**config.mk**
```make
export PLATFORM = sky130hd
export DESIGN_NAME = mem_arbiter
export DESIGN_NICKNAME = d
export VERILOG_FILES = /design/src/rtl/mem_arbiter_pkg.sv /design/src/rtl/mem_arb_tagpipe.sv /design/src/rtl/mem_arbiter.sv
export SDC_FILE = /design/constraint.sdc
export NUM_CORES = 1
export LEC_CHECK = 0
export ABC_AREA = 1
export CAP_MARGIN = 30
export CORE_MARGIN = 10
export CORE_UTILIZATION = 42
export DETAILED_ROUTE_END_ITERATION = 8
export GPL_TIMING_DRIVEN = 1
export PLACE_DENSITY = 0.9
export SKIP_CTS_REPAIR_TIMING = 1
export SYNTH_ARGS = -nofsm -noshare
export SYNTH_HDL_FRONTEND = slang
export SYNTH_SLANG_ARGS = --single-unit
```
**constraint.sdc**
```tcl
create_clock -name clk -period 1.68 [get_ports clk]
set_input_delay 0.336 -clock clk [delete_from_list [all_inputs] [get_ports clk]]
set_output_delay 0.336 -clock clk [all_outputs]
set_load 0.05 [all_outputs]
```
**src/rtl/mem_arbiter_pkg.sv**
```systemverilog
`default_nettype none
// +----------------------------------------------------------------+
// | mem_arbiter_pkg : shared types and constants for mem_arbiter   |
// | Rev 1.0                                                        |
// +----------------------------------------------------------------+
package mem_arbiter_pkg;

  typedef enum logic [0:0] {
    NORMAL = 1'b0,
    FORCE  = 1'b1
  } arb_state_e;

  localparam logic PORT_CPU = 1'b0;
  localparam logic PORT_DMA = 1'b1;

  localparam int DEF_ADDR_WIDTH = 8;
  localparam int DEF_DATA_WIDTH = 8;
  localparam int DEF_MAX_WAIT   = 4;
  localparam int STARVE_W       = 4;

endpackage
`default_nettype wire

```
**src/rtl/mem_arb_tagpipe.sv**
```systemverilog
`default_nettype none
// +----------------------------------------------------------------+
// | mem_arb_tagpipe : 2-stage read tag pipeline, per-port rvalid   |
// | Rev 1.0                                                        |
// +----------------------------------------------------------------+
module mem_arb_tagpipe
  import mem_arbiter_pkg::*;
(
  input  logic       clk,
  input  logic       arst,
  input  logic       accept,
  input  logic       is_read,
  input  logic       port,
  output logic [1:0] rvalid
);

  logic       s1_valid_q, s1_valid_d;
  logic       s1_port_q, s1_port_d;
  logic [1:0] rvalid_q, rvalid_d;

  always_comb begin
    s1_valid_d           = accept && is_read;
    s1_port_d            = port;
    rvalid_d             = '0;
    rvalid_d[PORT_CPU]   = s1_valid_q && (s1_port_q == PORT_CPU);
    rvalid_d[PORT_DMA]   = s1_valid_q && (s1_port_q == PORT_DMA);
  end

  always_ff @(posedge clk or posedge arst) begin
    if (arst) begin
      s1_valid_q <= 1'b0;
      s1_port_q  <= PORT_CPU;
      rvalid_q   <= '0;
    end else begin
      s1_valid_q <= s1_valid_d;
      s1_port_q  <= s1_port_d;
      rvalid_q   <= rvalid_d;
    end
  end

  assign rvalid = rvalid_q;

endmodule
`default_nettype wire

```
**src/rtl/mem_arbiter.sv**
```systemverilog
`default_nettype none
// +----------------------------------------------------------------+
// | mem_arbiter : 2-port fixed-priority RAM arbiter, anti-starve   |
// | Rev 1.0                                                        |
// +----------------------------------------------------------------+
module mem_arbiter
  import mem_arbiter_pkg::*;
#(
  parameter int MEM_ADDR_WIDTH = DEF_ADDR_WIDTH,
  parameter int MEM_DATA_WIDTH = DEF_DATA_WIDTH,
  parameter int MAX_WAIT       = DEF_MAX_WAIT
) (
  input  logic                      clk,
  input  logic                      arst,
  input  logic                      p0_req,
  input  logic                      p0_we,
  input  logic [MEM_ADDR_WIDTH-1:0] p0_addr,
  input  logic [MEM_DATA_WIDTH-1:0] p0_wdata,
  output logic                      p0_gnt,
  output logic                      p0_rvalid,
  output logic [MEM_DATA_WIDTH-1:0] p0_rdata,
  input  logic                      p1_req,
  input  logic                      p1_we,
  input  logic [MEM_ADDR_WIDTH-1:0] p1_addr,
  input  logic [MEM_DATA_WIDTH-1:0] p1_wdata,
  output logic                      p1_gnt,
  output logic                      p1_rvalid,
  output logic [MEM_DATA_WIDTH-1:0] p1_rdata,
  output logic [MEM_ADDR_WIDTH-1:0] mem_addr,
  output logic [MEM_DATA_WIDTH-1:0] mem_data_o,
  output logic                      mem_WE,
  input  logic [MEM_DATA_WIDTH-1:0] mem_data_i
);

  localparam logic [STARVE_W-1:0] MAX_WAIT_C = STARVE_W'(MAX_WAIT);

  arb_state_e                state_q, state_d;
  logic [STARVE_W-1:0]       starve_q, starve_d;
  logic [MEM_ADDR_WIDTH-1:0] mem_addr_q, mem_addr_d;
  logic [MEM_DATA_WIDTH-1:0] mem_data_q, mem_data_d;
  logic                      mem_we_q, mem_we_d;
  logic [MEM_DATA_WIDTH-1:0] rdata0_q, rdata0_d, rdata1_q, rdata1_d;
  logic                      force_p1, gnt0, gnt1, accept, cmd_we;
  logic [1:0]                rvalid;

  always_comb begin
    // Grants are gated by arst so nothing is accepted while reset is held.
    force_p1 = (state_q == FORCE) && p1_req;
    gnt0     = !arst && p0_req && !force_p1;
    gnt1     = !arst && p1_req && (force_p1 || !p0_req);
    accept   = gnt0 || gnt1;
    cmd_we   = gnt1 ? p1_we : p0_we;

    starve_d = '0;
    if (p1_req && !gnt1) begin
      starve_d = (starve_q >= MAX_WAIT_C) ? MAX_WAIT_C : starve_q + STARVE_W'(1);
    end
    state_d = (starve_d == MAX_WAIT_C) ? FORCE : NORMAL;

    mem_addr_d = mem_addr_q;
    mem_data_d = mem_data_q;
    mem_we_d   = 1'b0;
    if (accept) begin
      mem_addr_d = gnt1 ? p1_addr  : p0_addr;
      mem_data_d = gnt1 ? p1_wdata : p0_wdata;
      mem_we_d   = cmd_we;
    end

    // RAM data arrives in the rvalid cycle; the hold register keeps it afterwards.
    rdata0_d = rvalid[PORT_CPU] ? mem_data_i : rdata0_q;
    rdata1_d = rvalid[PORT_DMA] ? mem_data_i : rdata1_q;
  end

  always_ff @(posedge clk or posedge arst) begin
    if (arst) begin
      state_q    <= NORMAL;
      starve_q   <= '0;
      mem_addr_q <= '0;
      mem_data_q <= '0;
      mem_we_q   <= 1'b0;
      rdata0_q   <= '0;
      rdata1_q   <= '0;
    end else begin
      state_q    <= state_d;
      starve_q   <= starve_d;
      mem_addr_q <= mem_addr_d;
      mem_data_q <= mem_data_d;
      mem_we_q   <= mem_we_d;
      rdata0_q   <= rdata0_d;
      rdata1_q   <= rdata1_d;
    end
  end

  mem_arb_tagpipe u_tagpipe (
    .clk     (clk),
    .arst    (arst),
    .accept  (accept),
    .is_read (!cmd_we),
    .port    (gnt1 ? PORT_DMA : PORT_CPU),
    .rvalid  (rvalid)
  );

  assign p0_gnt     = gnt0;
  assign p1_gnt     = gnt1;
  assign p0_rvalid  = rvalid[PORT_CPU];
  assign p1_rvalid  = rvalid[PORT_DMA];
  assign p0_rdata   = rdata0_d;
  assign p1_rdata   = rdata1_d;
  assign mem_addr   = mem_addr_q;
  assign mem_data_o = mem_data_q;
  assign mem_WE     = mem_we_q;

endmodule
`default_nettype wire

```
Word-level counts from Yosys, hierarchy flattened --
Cells that the tools add are included. W data, S select, Z words.
Operators by class: order comparisons 1, equality and inequality tests 1, add/sub/neg operators 1, multiplexer cells 10, reductions and logical operators 16, bitwise operators 1
Operator list (count):
- $mux W8 | 4
- $logic_and A1 B1 Y1 | 9
- $mux W4 | 2
- $logic_not A1 Y1 | 5
- $add A4 B1 Y4 const B | 1
- $eq A4 B3 Y1 const B | 1
- $ge A4 B3 Y1 const B | 1
- $mux W1 | 4
- $logic_or A1 B1 Y1 | 2
- $not A1 Y1 | 1
Word-level totals: output and inout bits 37, flip-flop bits (word level) 42, input bits 46, logic and storage cells 40

Longest topological paths before layout --
depth in word-level cells 8, mapped depth 8

By module --
From an unflattened synthesis, not the netlist that was laid out.
Unflattened totals: cell total of the unflattened synthesis 216, area total of the unflattened synthesis 1948.1 um^2
Modules (own cells, without submodules):
- mem_arbiter | cells an instance 205, area an instance 1819.2 um^2, times used 1
- mem_arb_tagpipe | cells an instance 11, area an instance 128.9 um^2, times used 1

Least setup slack after synthesis --
Ideal clock, no wire load.
path type flip-flop to output port, start point reg u_tagpipe.rvalid_q[0], in the netlist u_tagpipe.rvalid[0], end point out p0_rdata[0], setup slack -0.092 ns, cell stages (with the launch flop) 3, path buffers 1, arrival 1.436 ns, data required time 1.344 ns, cell sequence dfrtp_1 clkbuf_1 mux2_2
On the way: longest elaborated chain between the ends 1
Ends and longest elaborated chain:
- from (decl) | line mem_arb_tagpipe.sv:19 | logic [1:0] rvalid_q, rvalid_d;
- from (signal assigned) | line mem_arb_tagpipe.sv:37 | rvalid_q <= rvalid_d;
- $mux W8 | line mem_arbiter.sv:70 | rdata0_d = rvalid[PORT_CPU] ? mem_data_i : rdata0_q;
- to (decl) | line mem_arbiter.sv:21 | output logic [MEM_DATA_WIDTH-1:0] p0_rdata,
No other way between the ends.

Worst setup path after layout --
start point reg u_tagpipe.rvalid_q[1], in the netlist u_tagpipe.rvalid[1], end point out p1_rdata[3]
On the way: longest elaborated chain between the ends 1
Ends and longest elaborated chain:
- $mux W8 | line mem_arbiter.sv:71 | rdata1_d = rvalid[PORT_DMA] ? mem_data_i : rdata1_q;
- to (decl) | line mem_arbiter.sv:28 | output logic [MEM_DATA_WIDTH-1:0] p1_rdata,
No other way between the ends.

==> metrics.cfg <==
[logic_synthesis]
synth_edf_count = 0
syn_inst = 214
ys.flop_type = dfrtp_1
synth_area_mm2 = 0.00195
synth_warnings = 0
syn_nets = 261
ys_seq_elements = 42
yosysUniqueCellTypes = 22
avgSynthCellArea_um2 = 9.12
async_flop_share_pct = 100
yosysSeqAreaShare_pct = 53.8

[timing]
finalHoldViolCount = 0
worst_slack_ns = 0.0120
timing.fmax_mhz = 600
hold-worst-slack_ns = 0.338
fin_crit_ns = 1.67
finalSetupViolCount = 0
rsz0062_at_grt = true
tightestPinTransition_ns = 0.519
slew_headroom_pct = 65.4
slew_viol_final = 0
fin_crit_sh_pct = 99.3
finClkSkew_ns = 0.00631

[finish]
diodes = 0
area_growth_pct = 65.8
layout_commonest_cell = nand2_1
final_area_mm2 = 0.00324
drive_gt1_share_pct = 29.5
final_util_pct = 73.3
fillers = 311
most-common-layout-cells = 54 x nand2_1, 43 x clkdlybuf4s50_1, 40 x dfrtp_1
final_nets = 358

[power]
p_comb_share_pct = 47.1
power-per-cell-area_mw_per_mm2 = 1180
seq_power_share_pct = 32.7
clockPowerShare_pct = 20.1
power.internal_uw = 2420
vdd_drop_max_mv = 0.600
netSwitchingFraction_pct = 36.9
p_switching_uw = 1410
leakagePower_uw = 0.00171

[placement]
dpl_worst_slack_ns = -0.0666
post_dp_cell_area_mm2 = 0.00306
portBuffers = 82
gp_congestion = 0.736
place_hpwl_um = 4260

[critical_path]
crit_path_end_kind = output port
r2r_setup_slack_ns = 0.52
cp_data_arrival_time_ns = 1.33
path_class = flip-flop to output port
critPathMaxFanout = 4
worstSetupStartpointType = flip-flop
required_ns = 1.34

[die]
num_io_pins = 83
fp.dieW_um = 88.2
rows = 24
start_util_pct = 44.2
coreArea_mm2 = 0.00441
fp.dieH_um = 88.2
die-area_mm2 = 0.00777

[routing]
drtAntennaViolNets = 0
dr_wl_met3_um = 494
via_per_inst = 4.60
routed.top_layer = met4
vias = 1675
wl_met2_um = 2740
drt_iter0_markers = 44
wl_per_cell_um = 14.7
dr.pass1.iters = 4
drc_errors = 0
wl_met1_um = 2110
finalWirelength_um = 5360

[clocking]
clk_latency_ns = 0.29
clock_path_buffers = 2
cts_root_buffer = clkbuf_8
cts_tree = done
htree_levels = 2
clock-sinks = 42
path_clk_slew_ns = 0.08
cts_buffers = 5

[global_route]
grt_pass1_vias = 1747
antenna_found_initial = 0
grt.overflow.total = 0
grt_pass1_wl_um = 8390
grt_usage_pct = 13.4
grt_max_degree = 43

[outcome]
status = finished, final reports clean

[min_path]
hp-class = input pin to async pin

[job]
maxCapViolCount = 0

## power by group through the flow
stage               registers (µW)  clock network [µW]  logic [µW]
global placement              1270                   0        1760
global route                  1280                 836        1900
floorplan                     1490                   0         722
detailed placement            1280                   0        1790
CTS                           1260                 791        1800
finish                        1250                 772        1810
## cell usage after synthesis, types with 2 or more instances
| cell | number | area share [%] |
|---|---|---|
| nand2_1 | 55 | 11 |
| dfrtp_1 | 42 | 54 |
| inv_1 | 39 | 7.5 |
| nand3_1 | 32 | 8.2 |
| mux2_2 | 16 | 9.2 |
| nor2_1 | 5 | 0.96 |
| buf_2 | 3 | 0.77 |
| buf_6 | 3 | 1.7 |
| inv_2 | 3 | 0.58 |
| clkbuf_1 | 2 | 0.38 |
| nand2_2 | 2 | 0.64 |
| nand2_4 | 2 | 1.2 |
## flip-flops by register name, indices dropped and copies added, names as in the netlist
name                  count
mem_WE                    1
state_q                   1
rdata0_q                  8
rdata1_q                  8
u_tagpipe.s1_port_q       1
starve_q                  4
mem_data_o                8
mem_addr                  8
u_tagpipe.s1_valid_q      1
u_tagpipe.rvalid          2
## metrics by stage
stage               setup TNS, ns  power [µW]  std cells
floorplan                       0        2210        214
CTS                        -0.598        3850        359
global placement           -0.288        3030        351
detailed placement         -0.757        3070        351
global route               -0.338        4010        364
finish                          0        3830        364
## cells by family after synthesis
kind of cell / count (synthesis) / synth area share [%]
DFF: 42 / 53.8
adders and majority gates: 1 / 0.641
buffers and inverters: 51 / 11.3
other: 1 / 0.192
muxes: 16 / 9.23
AOI/OAI and AO/OA: 2 / 0.705
and+or+nand+nor: 101 / 24.1
## per-layer routing
| layer | track usage [%] | vias up |
|---|---|---|
| li1 | - | 846 |
| met3 | 5.39 | 3 |
| met1 | 15.5 | 769 |
| met4 | 2.85 | 0 |
| met2 | 22.9 | 57 |
| met5 | 0 | - |
## worst max-delay path, stage by stage (launching register included)
cell and delay, ns:
dfrtp_2 0.40, clkbuf_4 0.17, mux2_4 0.33, buf_12 0.15
## layout make-up
cell class	count	area, µm²	share of cell area (%)
clock buffer	5	68.8	2.13
clock inverter	3	40.0	1.24
inverter	43	166	5.14
multi-input combinational	121	698	21.6
sequential	42	1050	32.5
tap	52	65.1	2.01
timing repair buffer	98	1140	35.4
## path summary, 6_finish.rpt
kind,from,endpoint,cells after the start
max in group asynchronous,arst,u_tagpipe.rvalid[1]$_DFF_PP0_,3
worst max-delay path,u_tagpipe.rvalid[1]$_DFF_PP0_,p1_rdata[3],3
worst min-delay path,arst,state_q$_DFF_PP0_,3
worst min register to register,u_tagpipe.s1_port_q$_DFF_PP0_,u_tagpipe.rvalid[0]$_DFF_PP0_,1
min in group clk,u_tagpipe.s1_port_q$_DFF_PP0_,u_tagpipe.rvalid[0]$_DFF_PP0_,1
worst max register to register,state_q$_DFF_PP0_,state_q$_DFF_PP0_,7
(Power assumes the default switching activity.)
